`src/rtl/seg7_pkg.sv`:
```
// Shared constants for the seven-segment scan display.
// Latency: n/a (constants only).
// Backpressure: n/a.
package seg7_pkg;

  // Number of scanned digit slots per frame.
  localparam int NUM_SCAN = 4;

  // Active-low pattern with every segment dark.
  localparam logic [6:0] SEG_BLANK = 7'h7F;

  // Active-low {g,f,e,d,c,b,a} patterns; element [k] is the glyph for digit k.
  localparam logic [9:0][6:0] SEG_DIGITS = {
    7'h10,  // 9
    7'h00,  // 8
    7'h78,  // 7
    7'h02,  // 6
    7'h12,  // 5
    7'h19,  // 4
    7'h30,  // 3
    7'h24,  // 2
    7'h79,  // 1
    7'h40   // 0
  };

endpackage

```
`src/rtl/seg7_decode.sv`:
```
// Decimal digit to active-low seven-segment pattern; non-decimal codes go dark.
// Latency: combinational.
// Backpressure: none.
module seg7_decode
  import seg7_pkg::*;
(
  input  logic [3:0] val_i,
  output logic [6:0] seg_o
);

  // Table lookup for 0-9, everything else blank.
  always_comb begin
    seg_o = SEG_BLANK;
    if (val_i <= 4'd9) begin
      seg_o = SEG_DIGITS[val_i];
    end
  end

endmodule

```
`src/rtl/sum_display_scan.sv`:
```
// Latches A, B and their sum and scans them onto a 4-slot multiplexed 7-seg display.
// Latency: new values appear from the next frame boundary; outputs are registered (1 cycle).
// Backpressure: none; the last load before a frame boundary wins.
module sum_display_scan
  import seg7_pkg::*;
#(
  parameter int REFRESH_DIV  = 100000,
  parameter int BLANK_CYCLES = 1000
) (
  input  logic       CLK100MHZ,
  input  logic       CPU_RESETN,
  input  logic       load,
  input  logic [1:0] a_in,
  input  logic [1:0] b_in,
  input  logic [2:0] sum_in,
  input  logic       blank,
  output logic [7:0] AN,
  output logic [6:0] SEG,
  output logic       DP,
  output logic       frame
);

  localparam int PW = (REFRESH_DIV > 1) ? $clog2(REFRESH_DIV) : 1;
  localparam logic [PW-1:0] PCNT_LAST = PW'(REFRESH_DIV - 1);
  localparam logic [PW-1:0] PCNT_SHOW = PW'(BLANK_CYCLES);
  localparam logic [1:0]    DIG_LAST  = 2'(NUM_SCAN - 1);

  logic [PW-1:0] pcnt_q, pcnt_d;
  logic [1:0]    dig_q, dig_d;
  logic          blank_q, blank_d;
  logic [1:0]    pa_q, pa_d, pb_q, pb_d, da_q, da_d, db_q, db_d;
  logic [2:0]    ps_q, ps_d, ds_q, ds_d;
  logic          pend_v_q, pend_v_d;
  logic [3:0]    an_q, an_d;
  logic [6:0]    seg_q, seg_d;
  logic          frame_q, frame_d;
  logic [3:0]    slot_val;
  logic [6:0]    dec_seg;
  logic          slot_end, frame_end;

  assign slot_end  = (pcnt_q == PCNT_LAST);
  assign frame_end = slot_end && (dig_q == DIG_LAST);

  // Prescaler, digit index, and per-slot sampling of the blank request.
  always_comb begin
    pcnt_d  = pcnt_q + PW'(1);
    dig_d   = dig_q;
    blank_d = blank_q;
    if (slot_end) begin
      pcnt_d  = '0;
      dig_d   = dig_q + 2'd1;
      blank_d = blank;
    end
  end

  // Load capture into the pending set and transfer to the shown set at frame end.
  always_comb begin
    pa_d     = pa_q;
    pb_d     = pb_q;
    ps_d     = ps_q;
    pend_v_d = pend_v_q;
    da_d     = da_q;
    db_d     = db_q;
    ds_d     = ds_q;
    if (load) begin
      pa_d     = a_in;
      pb_d     = b_in;
      ps_d     = sum_in;
      pend_v_d = 1'b1;
    end
    if (frame_end) begin
      pend_v_d = 1'b0;
      if (load) begin
        da_d = a_in;
        db_d = b_in;
        ds_d = sum_in;
      end else if (pend_v_q) begin
        da_d = pa_q;
        db_d = pb_q;
        ds_d = ps_q;
      end
    end
  end

  // Pick the value for the current slot; the unused slot decodes to dark.
  always_comb begin
    case (dig_q)
      2'd0:    slot_val = {1'b0, ds_q};
      2'd2:    slot_val = {2'b00, db_q};
      2'd3:    slot_val = {2'b00, da_q};
      default: slot_val = 4'hF;
    endcase
  end

  seg7_decode u_decode (
    .val_i (slot_val),
    .seg_o (dec_seg)
  );

  // Next output values: dark during the blanking head of a slot, one anode low after.
  always_comb begin
    an_d    = 4'hF;
    seg_d   = SEG_BLANK;
    frame_d = (pcnt_d == PCNT_LAST) && (dig_d == DIG_LAST);
    if (pcnt_q >= PCNT_SHOW) begin
      seg_d = dec_seg;
      if (!blank_q && (dig_q != 2'd1)) begin
        an_d[dig_q] = 1'b0;
      end
    end
  end

  // State and output registers.
  always_ff @(posedge CLK100MHZ or negedge CPU_RESETN) begin
    if (!CPU_RESETN) begin
      pcnt_q   <= '0;
      dig_q    <= 2'd0;
      blank_q  <= 1'b0;
      pa_q     <= 2'd0;
      pb_q     <= 2'd0;
      ps_q     <= 3'd0;
      pend_v_q <= 1'b0;
      da_q     <= 2'd0;
      db_q     <= 2'd0;
      ds_q     <= 3'd0;
      an_q     <= 4'hF;
      seg_q    <= SEG_BLANK;
      frame_q  <= 1'b0;
    end else begin
      pcnt_q   <= pcnt_d;
      dig_q    <= dig_d;
      blank_q  <= blank_d;
      pa_q     <= pa_d;
      pb_q     <= pb_d;
      ps_q     <= ps_d;
      pend_v_q <= pend_v_d;
      da_q     <= da_d;
      db_q     <= db_d;
      ds_q     <= ds_d;
      an_q     <= an_d;
      seg_q    <= seg_d;
      frame_q  <= frame_d;
    end
  end

  assign AN    = {4'hF, an_q};
  assign SEG   = seg_q;
  assign DP    = 1'b1;
  assign frame = frame_q;

endmodule

```
`config.mk`:
```
export PLATFORM = sky130hd
export DESIGN_NAME = sum_display_scan
export DESIGN_NICKNAME = d
export VERILOG_FILES = /design/src/rtl/seg7_pkg.sv /design/src/rtl/seg7_decode.sv /design/src/rtl/sum_display_scan.sv
export SDC_FILE = /design/constraint.sdc
export NUM_CORES = 1
export LEC_CHECK = 0
export ABC_AREA = 0
export BUFFER_PORTS_ARGS = -buffer_cell sky130_fd_sc_hd__buf_4
export CORE_MARGIN = 2
export CORE_UTILIZATION = 35
export CTS_BUF_LIST = sky130_fd_sc_hd__clkbuf_4
export CTS_CLUSTER_DIAMETER = 100
export DETAILED_ROUTE_END_ITERATION = 6
export PLACE_DENSITY = 0.48
export SLEW_MARGIN = 40
export SYNTH_ARGS = -nofsm -noshare
export SYNTH_HDL_FRONTEND = slang
export SYNTH_SLANG_ARGS = --single-unit
```
`constraint.sdc`:
```
create_clock -name CLK100MHZ -period 3.7 [get_ports CLK100MHZ]
set_input_delay 0.555 -clock CLK100MHZ [delete_from_list [all_inputs] [get_ports CLK100MHZ]]
set_output_delay 0.555 -clock CLK100MHZ [all_outputs]
set_load 0.005 [all_outputs]
```
Word level (Yosys, flattened, before mapping) --
Memories as Yosys holds them, arrays and structs flattened. Cells that the tools add are included. W data, S select, Z words.
Operators by class: mux-type cells 18, add/subtract/negate cells 2, bitwise logic cells 1, order comparisons 5, equal/unequal tests 6, reductions and logical operators 9
Operators with widths (number):
- $eq A17 B17 Y1 const B | 2
- $mux W7 | 3
- $add A17 B1 Y17 const B | 1
- $ge A17 B10 Y1 const B | 1
- $mux W17 | 1
- $pmux W4 S3 | 1
- $mux W2 | 5
- $mux W4 | 2
- $eq A2 B2 Y1 const B | 3
- $mux W3 | 2
- $lt A4 B5 Y1 const B | 1
- $le A4 B4 Y1 const B | 1
- $logic_and A1 B1 Y1 | 4
- $not A4 Y4 | 1
- $reduce_bool A2 Y1 | 2
- $lt A2 B3 Y1 const B | 1
- $mux W1 | 3
- $add A2 B1 Y2 const B | 1
- $demux W1 S2 | 1
- $ge A2 B1 Y1 const B | 1
- $logic_not A2 Y1 | 1
- $ne A2 B1 Y1 const B | 1
- $reduce_and A2 Y1 | 1
- $logic_not A1 Y1 | 1
Word-level totals: output and inout bits 17, memories kept 1, register bits after elaboration 47, memory bits (read-only) 112, input port bits 11
Memories:
- (name not given) | words 16, bits a word 7, rd ports 1, clocked after Yosys merged registers in 0, write ports 0, line seg7_decode.sv:15 | seg_o = SEG_DIGITS[val_i];

Depth between registers and ports, before layout --
Gate-level depths: netlist of the first run.
depth in word-level cells 7, depth in mapped cells 10, mapped depth without buffers 9

Modules after synthesis --
A second synthesis of the first run with hierarchy kept.
Second synthesis, totals: cell total of the unflattened synthesis 223, area, all modules 2432.3 µm²
Modules (own cells, without submodules):
- sum_display_scan | cells an instance 193, times used 1, area an instance 2225.9 µm²
- seg7_decode | cells an instance 30, times used 1, area an instance 206.4 µm²

Least setup slack after synthesis of the first run --
Ideal clock, no wire load.
path kind register to register, start reg dig_q[0], end reg seg_q[1], in the netlist SEG[1], library setup time 0.091 ns, period minus slack after synthesis 2.295 ns, cell stages (with the launch flop) 9, required time 3.609 ns, path buffers 1, slack 1.405 ns, data arrival time 2.205 ns, cells stage by stage dfrtp_1 -> inv_1 -> ha_1 -> clkbuf_1 -> a22o_1 -> a211oi_1 -> inv_1 -> ha_1 -> o31ai_1
Between the ends: cells in the longest elaborated chain, start to end 6, elaborated cells between the ends (all ways) 9, classes of those cells order compare: 1; eq/ne: 2; mux: 4; reduce/logical: 1; memory: 1
Ends and longest elaborated chain:
- from (decl) | line sum_display_scan.sv:29 | logic [1:0] dig_q, dig_d;
- from (signal assigned) | line sum_display_scan.sv:131 | dig_q <= dig_d;
- $eq A2 B2 Y1 or $logic_not A2 Y1 (tied branches) | line sum_display_scan.sv:87 | case (dig_q)
- $pmux W4 S3 (*) | line sum_display_scan.sv:87
- $mem_v2 Z16 W7
- $mux W7 (not written as such) | line seg7_decode.sv:15
- $mux W7 (*) | line seg7_decode.sv:14 | if (val_i <= 4'd9) begin
- $mux W7 (*) | line sum_display_scan.sv:105 | if (pcnt_q >= PCNT_SHOW) begin
- via seg_d[1] | line sum_display_scan.sv:35 | logic [6:0] seg_q, seg_d;
- to (signal assigned) | line sum_display_scan.sv:141 | seg_q <= seg_d;
- to (decl) | line sum_display_scan.sv:35
Mark *: on every way through the listed nets, which the timed path passes. The rest lies on a longest branch. The select of a mux whose other input is x is not followed. A chain may end at the register's enable or synchronous reset.

Worst setup path in the final report of the first run --
Ends and elaborated chain as after synthesis.

==> results.ini, run 1 <==
[cts]
cts_tree = yes
ctsResizeCount = 0
hold_buffers = 0
clk_latency_ns = 0.37
cts_setup_buffers = 0
htreeDepth = 2
clock-sinks = 47
numCtsBuffers = 5
cts.path.max_buffers = 2
root_buffer = clkbuf_4
clk_pin_slew_ns = 0.14

[placed_design]
port_buffers = 22
place_hpwl_um = 3058
gp_congestion = 0.7872
placed_cell_area_mm2 = 0.002630

[global_route]
grt-busiest-layer = met1
grt_pass1_wl_um = 7610
grt-ovfl-total = 0
antenna_found_initial = 0
grt_pass1_vias = 1517
grtUsageMet3 = 0.03412
grt_max_degree = 48
use_met2 = 0.1777
use_met1 = 0.1970
grt_usage = 0.1301

[finish]
fill_cells = 678
final_common_cell = dfrtp_1
utilization = 0.4006
multiInputGateArea_mm2 = 0.001137
final_cell_mix = dfrtp_1 (36), buf_4 (23), ha_1 (13), nor2_1 (12)
drive_gt1_frac = 0.2832
syn_to_final_growth_pct = 10.87
seq_area_mm2 = 0.001190
final_cell_area_mm2 = 0.002706
final_nets = 249
n_antenna_cell = 0

[die]
core_area_mm2 = 0.006756
num_io_pins = 28
rows = 30
die_w_um = 87.52
dieArea_mm2 = 0.007659
initial_core_util = 0.3613
dieHeight_um = 87.52

[power]
p_total_w = 0.0008634
power-per-cell-area_mw_per_mm2 = 319.0
p_leak_nw = 1.254
vdd_ir_drop_max_uv = 104.0

[sta]
maxSlewViolCount = 0
rsz0062_at_grt = no
worst_pin_slew_ns = 0.6227
fmax_mhz = 398.6
fin_tns_setup_ns = 0
whs_ns = 0.1745
min_period_ns = 2.509
hold_viol = 0
setup_viol = 0
slew_headroom = 0.5823
fin_skew_ns = 0.008443
period_share = 0.6781

[synth]
ys.warnings.count = 0
synthCells = 203
synth.largest_area_cell = dfrtp_1
ys_ff_latch = 47
synth-seq-area-share = 0.4874
synth_top_area_frac = 0.3690
syn_area_mm2 = 0.002441
synth_ff_type = dfrtp_1
synth.area.top_cells = dfrtp_1 (37%), dfstp_2 (12%), ha_1 (6.7%)
synth_cell_types = 47
avgSynthCellArea_um2 = 12.03
async_reset_ff_frac = 1.000
synth_edf_count = 0

[critical_path]
crit_buf_inv = 2
path_cells = inv_1 > ha_1 > a22o_1 > a211oi_1 > inv_1 > ha_1 > o31ai_1
crit_path_top_delay_cell = a211oi_1
crit_path_start_kind = register
crit_type = register to register
slowest_delay_ns = 0.54
rr_endpoint = SEG[1]$_DFF_PN1_
reg2reg_slack_ns = 1.19
path_max_fanout = 9
cp-end-kind = register
reg2regPathDepth = 7
worstPathArrival_ns = 2.80
cp_top_family = compound AO/OA/AOI/OAI gates
cp.required_ns = 3.99
worstReg2RegStart = dig_q[0]$_DFF_PN0_

[run_status]
status = finished, final reports clean

[detailed_routing]
wl_um = 4308
routedWlPerCell_um = 14.08
drcViolationCount = 0
vias = 1520
via_per_inst = 4.967
drtPass1Iterations = 4
first_iter_violations = 51
ant_nets = 0

[flow_run]
cap_violations = 0

[hold_path]
hold_class = input pin to asynchronous set/reset pin

-- where the power goes --
group	internal, W	total (W)	switching [W]
combinational	0.0000145	0.0000323	0.0000177
clock	0.000139	0.000307	0.000168
sequential	0.000523	0.000524	0.00000172
total	0.000676	0.000863	0.000187
-- layout make-up --
type | count | area share
timing repair buffer | 23 | 0.06380
inverter | 8 | 0.01110
multi-input combinational | 140 | 0.4202
sequential | 47 | 0.4397
tap | 80 | 0.03699
clock inverter | 3 | 0.01433
clock buffer | 5 | 0.01387
-- state kept, by name (all words and copies together), names as in the netlist, 3 cells and up --
register	cells
an_q	4
SEG	7
ps_q	3
pcnt_q	17
ds_q	3
-- synthesized netlist by cell type (all sizes together), types with 2 or more instances --
cell    count
a21oi       4
a31oi       5
and2        2
and3        2
and4        4
and4b       2
buf        11
clkbuf      2
dfrtp      36
dfstp      11
ha         13
inv         8
mux2       15
nand2      11
nand3       8
nand3b      6
nand4       5
nor2       12
nor2b       3
nor3        2
nor4b       3
o21ai       6
xnor2      10
xor2        7
-- per-layer routing --
layer	up-vias	part of all wire	wire length (um)
li1	746	-	-
met3	5	0.032	137
met2	26	0.42	1828
met4	0	0.017	75
met5	-	0	0
met1	743	0.53	2267
-- worst register-to-register path: cells and delay by family, from the launching register on --
family / cells / cell delay (ns)
AOI/OAI and AO/OA: 3 / 1.04
adders and majority gates: 2 / 0.68
buffers and inverters: 2 / 0.29
DFF: 1 / 0.44
-- cell families (layout without fill, tap and decap cells) --
kind of cell    after synthesis  after routing  synth area share
xor+xnor                     17             17           0.06099
compound gates               23             23           0.06305
mux                          16             16           0.08406
flops                        47             47            0.4874
other cells                   1              6          0.001536
buf+inv                      21             39           0.05433
simple gates                 65             65            0.1820
fa+ha+maj                    13             13           0.06663
-- worst max-delay path by stage --
stage / start / to / depth (start not counted)
after floorplan: dig_q[0]$_DFF_PN0_ / SEG[1]$_DFF_PN1_ / 8
final: dig_q[0]$_DFF_PN0_ / SEG[1]$_DFF_PN1_ / 7
after CTS: dig_q[0]$_DFF_PN0_ / SEG[1]$_DFF_PN1_ / 7
after global routing: dig_q[0]$_DFF_PN0_ / SEG[3]$_DFF_PN1_ / 8
after global placement: dig_q[0]$_DFF_PN0_ / SEG[3]$_DFF_PN1_ / 8
after detailed placement: dig_q[0]$_DFF_PN0_ / SEG[3]$_DFF_PN1_ / 8
-- metrics by stage --
step                      worst slack (ns)  instances
after global placement               1.249        298
final                                1.191        306
after detailed placement             1.180        298
after global routing                0.9700        306
after floorplan                      1.405        208
after CTS                            1.167        306
Power figures use the tool's default switching activity.
==> inputs of run 2 (changes only) <==
==> constraint.sdc (replaced) <==
create_clock -name CLK100MHZ -period 2.6 [get_ports CLK100MHZ]
set_input_delay 0.39 -clock CLK100MHZ [delete_from_list [all_inputs] [get_ports CLK100MHZ]]
set_output_delay 0.39 -clock CLK100MHZ [all_outputs]
set_load 0.005 [all_outputs]
==> run 2 against run 1 <==
Critical endpoint is now SEG[3]$_DFF_PN1_. Combinational power is 47% higher. Largest cell class unchanged. Design area is 0.65% higher. Clock skew is 0.0054 ns higher. Cell count is 0.98% higher. Via count is 0.72% higher. Worst hold slack better by 0.074 ns.
==> results.ini, run 2 (synthesis results as in run 1) <==
[finish]
largest_reg_flops = 17  ; unchanged
final_cell_area_mm2 = 0.002724  ; +0.65%
regMostFlops = pcnt_q
syn_to_final_growth_pct = 11.58
final_common_cell = dfrtp_1
final_nets = 252  ; +1.2%
multiInputGateArea_mm2 = 0.001140  ; +0.22%
drive_gt1_frac = 0.2969  ; +0.01376
seq_area_mm2 = 0.001190  ; unchanged
n_antenna_cell = 0  ; unchanged
final_cell_mix = dfrtp_1 (36), buf_4 (25), ha_1 (13), nor2_1 (12)
fill_cells = 670  ; -1.2%

[critical_path]
cp.required_ns = 2.89  ; -1.10 ns
slowest_delay_ns = 0.45  ; -0.09 ns
cp-end-kind = register
cp_top_family = compound AO/OA/AOI/OAI gates
crit_path_start = dig_q[0]$_DFF_PN0_
path_max_fanout = 9  ; unchanged
crit_path_top_delay_cell = dfrtp_1
crit_type = register to register
path_cells = inv_1 > ha_1 > a222oi_1 > nor2b_2 > inv_1 > ha_1 > and2_1 > a31oi_1 > o21ai_0
crit_path_start_kind = register
crit_buf_inv = 2  ; unchanged
worstPathArrival_ns = 2.56  ; -0.24 ns
worstReg2RegStart = dig_q[0]$_DFF_PN0_

[cts]
clk_latency_ns = 0.38  ; about the same
numCtsBuffers = 5  ; unchanged
cts.path.max_buffers = 2  ; unchanged
htreeDepth = 2  ; unchanged
clock-sinks = 47  ; unchanged
cts_tree = yes
cts_setup_buffers = 0  ; unchanged
clk_pin_slew_ns = 0.16  ; +0.02 ns
root_buffer = clkbuf_4

[power]
power-per-cell-area_mw_per_mm2 = 433.8  ; +36%
vdd_ir_drop_max_uv = 228.0  ; +120%
p_total_w = 0.001182  ; +37%
p_leak_nw = 1.265  ; +0.93%

[sta]
maxSlewViolCount = 0  ; unchanged
setup_viol = 0  ; unchanged
slew_headroom = 0.6079  ; +0.02558
fmax_mhz = 439.6  ; +10%
min_period_ns = 2.275  ; -0.2345 ns
worst_pin_slew_ns = 0.5881  ; -0.03461 ns
rsz0062_at_grt = no
hold_viol = 0  ; unchanged
fin_tns_setup_ns = 0  ; unchanged
worst_slack_ns = 0.3254  ; -0.8655 ns
period_share = 0.8748  ; +0.1967
fin_skew_ns = 0.01387  ; +0.005424 ns

[global_route]
grt-ovfl-total = 0  ; unchanged
grt_pass1_wl_um = 7320  ; -3.8%
grt_max_degree = 48  ; unchanged
grt_pass1_vias = 1476  ; -2.7%
grt_usage = 0.1244  ; -0.005717
antenna_found_initial = 0  ; unchanged

[detailed_routing]
routedWlPerCell_um = 13.73  ; -2.5%
drcViolationCount = 0  ; unchanged
vias = 1531  ; +0.72%
first_iter_violations = 52  ; +2.0%
ant_nets = 0  ; unchanged
via_per_inst = 4.955  ; -0.25%
wl_um = 4242  ; -1.5%
drtPass1Iterations = 4  ; unchanged

[placed_design]
port_buffers = 22  ; unchanged
placed_cell_area_mm2 = 0.002645  ; +0.57%
place_hpwl_um = 3087  ; +0.94%
pre_cts_ws_ns = 0.2571  ; -0.9234 ns
gp_congestion = 0.7632  ; -3.0%

[die]
initial_core_util = 0.3613  ; unchanged
core_area_mm2 = 0.006756  ; unchanged
dieArea_mm2 = 0.007659  ; unchanged
dieHeight_um = 87.52  ; unchanged
num_io_pins = 28  ; unchanged
rows = 30  ; unchanged
die_w_um = 87.52  ; unchanged

[hold_path]
hold_class = input pin to register
min_from = b_in[1]

[run_status]
status = finished, final reports clean

[flow_run]
cap_violations = 0  ; unchanged

## run 2: changes by cell type in the layout (fill, tap and decap cells not counted)
cell           before  now
buf_4              23   25
bufinv_16           1    0
clkinv_1            1    0
clkinv_2            1    0
dlygate4sd3_1       0    1
inv_6               0    2
inv_8               0    1
nor2b_1             2    1
nor2b_2             1    2
## run 2: worst paths after layout
path	end	slack (ns)	depth (start not counted)
setup / recovery	SEG[3]$_DFF_PN1_	0.33	9
hold / removal	pb_q[1]$_DFFE_PN0P_	0.25	2
setup reg to reg	SEG[3]$_DFF_PN1_	0.33	9
hold reg to reg	pb_q[1]$_DFFE_PN0P_	0.52	1
max in group asynchronous	pcnt_q[1]$_DFF_PN0_	1.66	2
min in group asynchronous	pa_q[1]$_DFFE_PN0P_	0.54	2
## run 2: power breakdown
part / leakage [nW] / switching (W) / internal [W]
clock: 0.0381 / 0.000268 / 0.000120
combinational: 0.644 / 0.0000258 / 0.0000217
sequential: 0.583 / 0.00000237 / 0.000744
total: 1.27 / 0.000296 / 0.000885
## run 2: stage by stage
| step | std cells | util | hold slack (ns) |
|---|---|---|---|
| CTS | 309 | 0.4028 | 0.2326 |
| detailed placement | 300 | 0.3915 | 0.4426 |
| global route | 309 | 0.4031 | 0.2056 |
| global placement | 300 | 0.3915 | 0.4478 |
| finish | 309 | 0.4031 | 0.2490 |
| floorplan | 208 | - | 0.09441 |
## run 2: final cells by class
class,count,share of cell area
clock buffer,5,0.01378
tap,80,0.03675
sequential,47,0.4368
clock inverter,3,0.01057
multi-input combinational,140,0.4185
inverter,8,0.01102
timing repair buffer,26,0.07258
## run 2: routing by layer
| metal | GRT usage | part of all wire |
|---|---|---|
| met1 | 0.1840 | 0.52 |
| met2 | 0.1742 | 0.43 |
| met3 | 0.03223 | 0.033 |
| met4 | 0.04615 | 0.019 |
| met5 | 0 | 0 |
## run 2: timing repair
action,in CTS,in global routing
resized for setup,0,1
hold buffers,1,0
endpoints found under the setup margin,0,2
endpoints found under the hold margin,18,0
==> inputs of run 3 (changes only) <==
--- a/config.mk
+++ b/config.mk
@@ -13,6 +13,7 @@
 export CTS_CLUSTER_DIAMETER = 100
 export DETAILED_ROUTE_END_ITERATION = 6
 export PLACE_DENSITY = 0.48
+export REMOVE_ABC_BUFFERS = 1
 export SLEW_MARGIN = 40
 export SYNTH_ARGS = -nofsm -noshare
 export SYNTH_HDL_FRONTEND = slang
==> run 3 against run 2 <==
The run now ends with hold timing left. Design area about the same. Highest routed layer unchanged. Non-clock buffer count increased by 1. First-iteration DRC count up 3.8%. Critical path type unchanged. Largest cell class unchanged. Cell count grew 0.32%. Critical path depth stayed put.
==> results.ini, run 3 (synthesis results as in run 1) <==
[finish]
final_nets = 253  ; +0.40%
final_cell_mix = dfrtp_1 (36), buf_4 (27), ha_1 (13), nor2_1 (12)
syn_to_final_growth_pct = 11.63  ; about the same
drive_gt1_frac = 0.3043  ; +0.007405
final_common_cell = dfrtp_1
final_cells = 310  ; +0.32%
largest_reg_flops = 17  ; unchanged
regMostFlops = pcnt_q
n_antenna_cell = 0  ; unchanged

[sta]
whs_ns = -0.009892  ; -0.2589 ns
setup_viol = 0  ; unchanged
fmax_mhz = 434.8  ; -1.1%
fin_tns_setup_ns = 0  ; unchanged
worst_slack_ns = 0.3002  ; -0.02517 ns
worst_pin_slew_ns = 0.5846  ; -0.003506 ns
maxSlewViolCount = 0  ; unchanged
period_share = 0.8845  ; +0.009681
fin_skew_ns = 0.01132  ; -0.002544 ns
hold_viol = 10  ; +10
rsz0062_at_grt = no
slew_headroom = 0.6103  ; +0.002338
min_period_ns = 2.300  ; +0.02517 ns

[power]
power-per-cell-area_mw_per_mm2 = 421.8  ; -2.8%
vdd_ir_drop_max_uv = 151.5  ; -34%
p_leak_nw = 1.265  ; about the same

[cts]
clk_pin_slew_ns = 0.15  ; about the same
clock-sinks = 47  ; unchanged
hold_buffers = 0  ; -1
ctsResizeCount = 0  ; unchanged
clk_latency_ns = 0.37  ; about the same
cts.path.max_buffers = 2  ; unchanged
cts_setup_buffers = 0  ; unchanged
htreeDepth = 2  ; unchanged
numCtsBuffers = 5  ; unchanged
root_buffer = clkbuf_4
cts_tree = yes

[critical_path]
cp-end-kind = register
path_max_fanout = 9  ; unchanged
reg2reg_slack_ns = 0.30  ; -0.03 ns
crit_type = register to register
slowest_delay_ns = 0.45  ; about the same
cp.required_ns = 2.88  ; about the same
path_cells = inv_1 > ha_1 > a222oi_1 > nor2b_2 > inv_1 > ha_1 > and2_1 > a31oi_1 > o21ai_0
crit_path_start_kind = register
worstPathArrival_ns = 2.58  ; +0.02 ns
crit_path_top_delay_cell = dfrtp_1

[detailed_routing]
first_iter_violations = 54  ; +3.8%
wl_um = 4316  ; +1.7%
ant_nets = 0  ; unchanged
drtPass1Iterations = 4  ; unchanged
via_per_inst = 4.858  ; -2.0%
drcViolationCount = 0  ; unchanged
routedWlPerCell_um = 13.92  ; +1.4%
vias = 1506  ; -1.6%

[die]
num_io_pins = 28  ; unchanged
dieArea_mm2 = 0.007659  ; unchanged
core_area_mm2 = 0.006756  ; unchanged
initial_core_util = 0.3613  ; unchanged
die_w_um = 87.52  ; unchanged
dieHeight_um = 87.52  ; unchanged
rows = 30  ; unchanged

[global_route]
grt-ovfl-total = 0  ; unchanged
antenna_found_initial = 0  ; unchanged
grt_usage = 0.1241  ; -0.0002703
grt_max_degree = 48  ; unchanged
grt_pass1_wl_um = 7396  ; +1.0%
grt_pass1_vias = 1409  ; -4.5%

[run_status]
violations = hold timing
status = complete, but fails checks

[placed_design]
port_buffers = 22  ; unchanged
pre_cts_ws_ns = 0.2562  ; -0.0009110 ns
gp_congestion = 0.8132  ; +6.6%
dp.cells = 302  ; +0.67%
place_hpwl_um = 3085  ; about the same

[flow_run]
cap_violations = 0  ; unchanged

[hold_path]
hold_class = input pin to asynchronous set/reset pin

[run 3: changes by cell type in the layout (fill, tap and decap cells not counted)]
cell           previous run  this run
buf_4                    25        27
clkinv_4                  0         2
inv_6                     2         0
clkinvlp_4                0         1
dlygate4sd3_1             1         0
inv_8                     1         0
[run 3: worst max-delay path: cells and delay by family (launching register included)]
family                   cells  cell delay (ns)
AND/OR/NAND/NOR              2             0.45
AO/OA/AOI/OAI                3             0.62
adder cells (fa/ha/maj)      2             0.50
flip-flops                   1             0.45
buffers and inverters        2             0.20
[run 3: layer usage]
layer	global-route usage	up-vias	part of all wire
met5	0	-	0
met4	0.03916	0	0.016
met3	0.02844	5	0.025
met2	0.1584	26	0.40
met1	0.2018	720	0.55
li1	-	755	-
[run 3: layout make-up]
type	count	area, um^2
fill	682	4031
sequential	47	1190
multi-input combinational	140	1140
timing repair buffer	27	202.7
tap	80	100.1
clock buffer	5	37.54
inverter	8	30.03
clock inverter	3	25.02
[run 3: per-stage QoR]
step | instance area [um^2] | total power, W | hold slack, ns | util
2_1_floorplan | 2357 | 0.0007751 | 0.09441 | -
3_3_place_gp | 2660 | 0.0008072 | 0.4472 | 0.3937
3_5_place_dp | 2660 | 0.0008075 | 0.4454 | 0.3937
4_1_cts | 2723 | 0.001169 | 0.01920 | 0.4030
6_report | 2725 | 0.001149 | -0.009892 | 0.4033
5_1_grt | 2725 | 0.001205 | 0.03290 | 0.4033
[run 3: power by group]
| group | switching [W] | internal [W] |
|---|---|---|
| sequential | 0.00000247 | 0.000744 |
| combinational | 0.0000247 | 0.0000206 |
| clock | 0.000249 | 0.000109 |
| total | 0.000276 | 0.000873 |
[run 3: worst paths after layout]
| path | to | startpoint | cells past startpoint |
|---|---|---|---|
| worst max-delay path | SEG[0]$_DFF_PN1_ | dig_q[0]$_DFF_PN0_ | 9 |
| worst min-delay path | pb_q[0]$_DFFE_PN0P_ | CPU_RESETN | 1 |
| worst max register to register | SEG[0]$_DFF_PN1_ | dig_q[0]$_DFF_PN0_ | 9 |
| worst min register to register | ps_q[2]$_DFFE_PN0P_ | ps_q[2]$_DFFE_PN0P_ | 1 |
| max in group asynchronous | an_q[1]$_DFF_PN1_ | CPU_RESETN | 1 |
| min in group CLK100MHZ | blank_q$_DFFE_PN0N_ | blank | 2 |
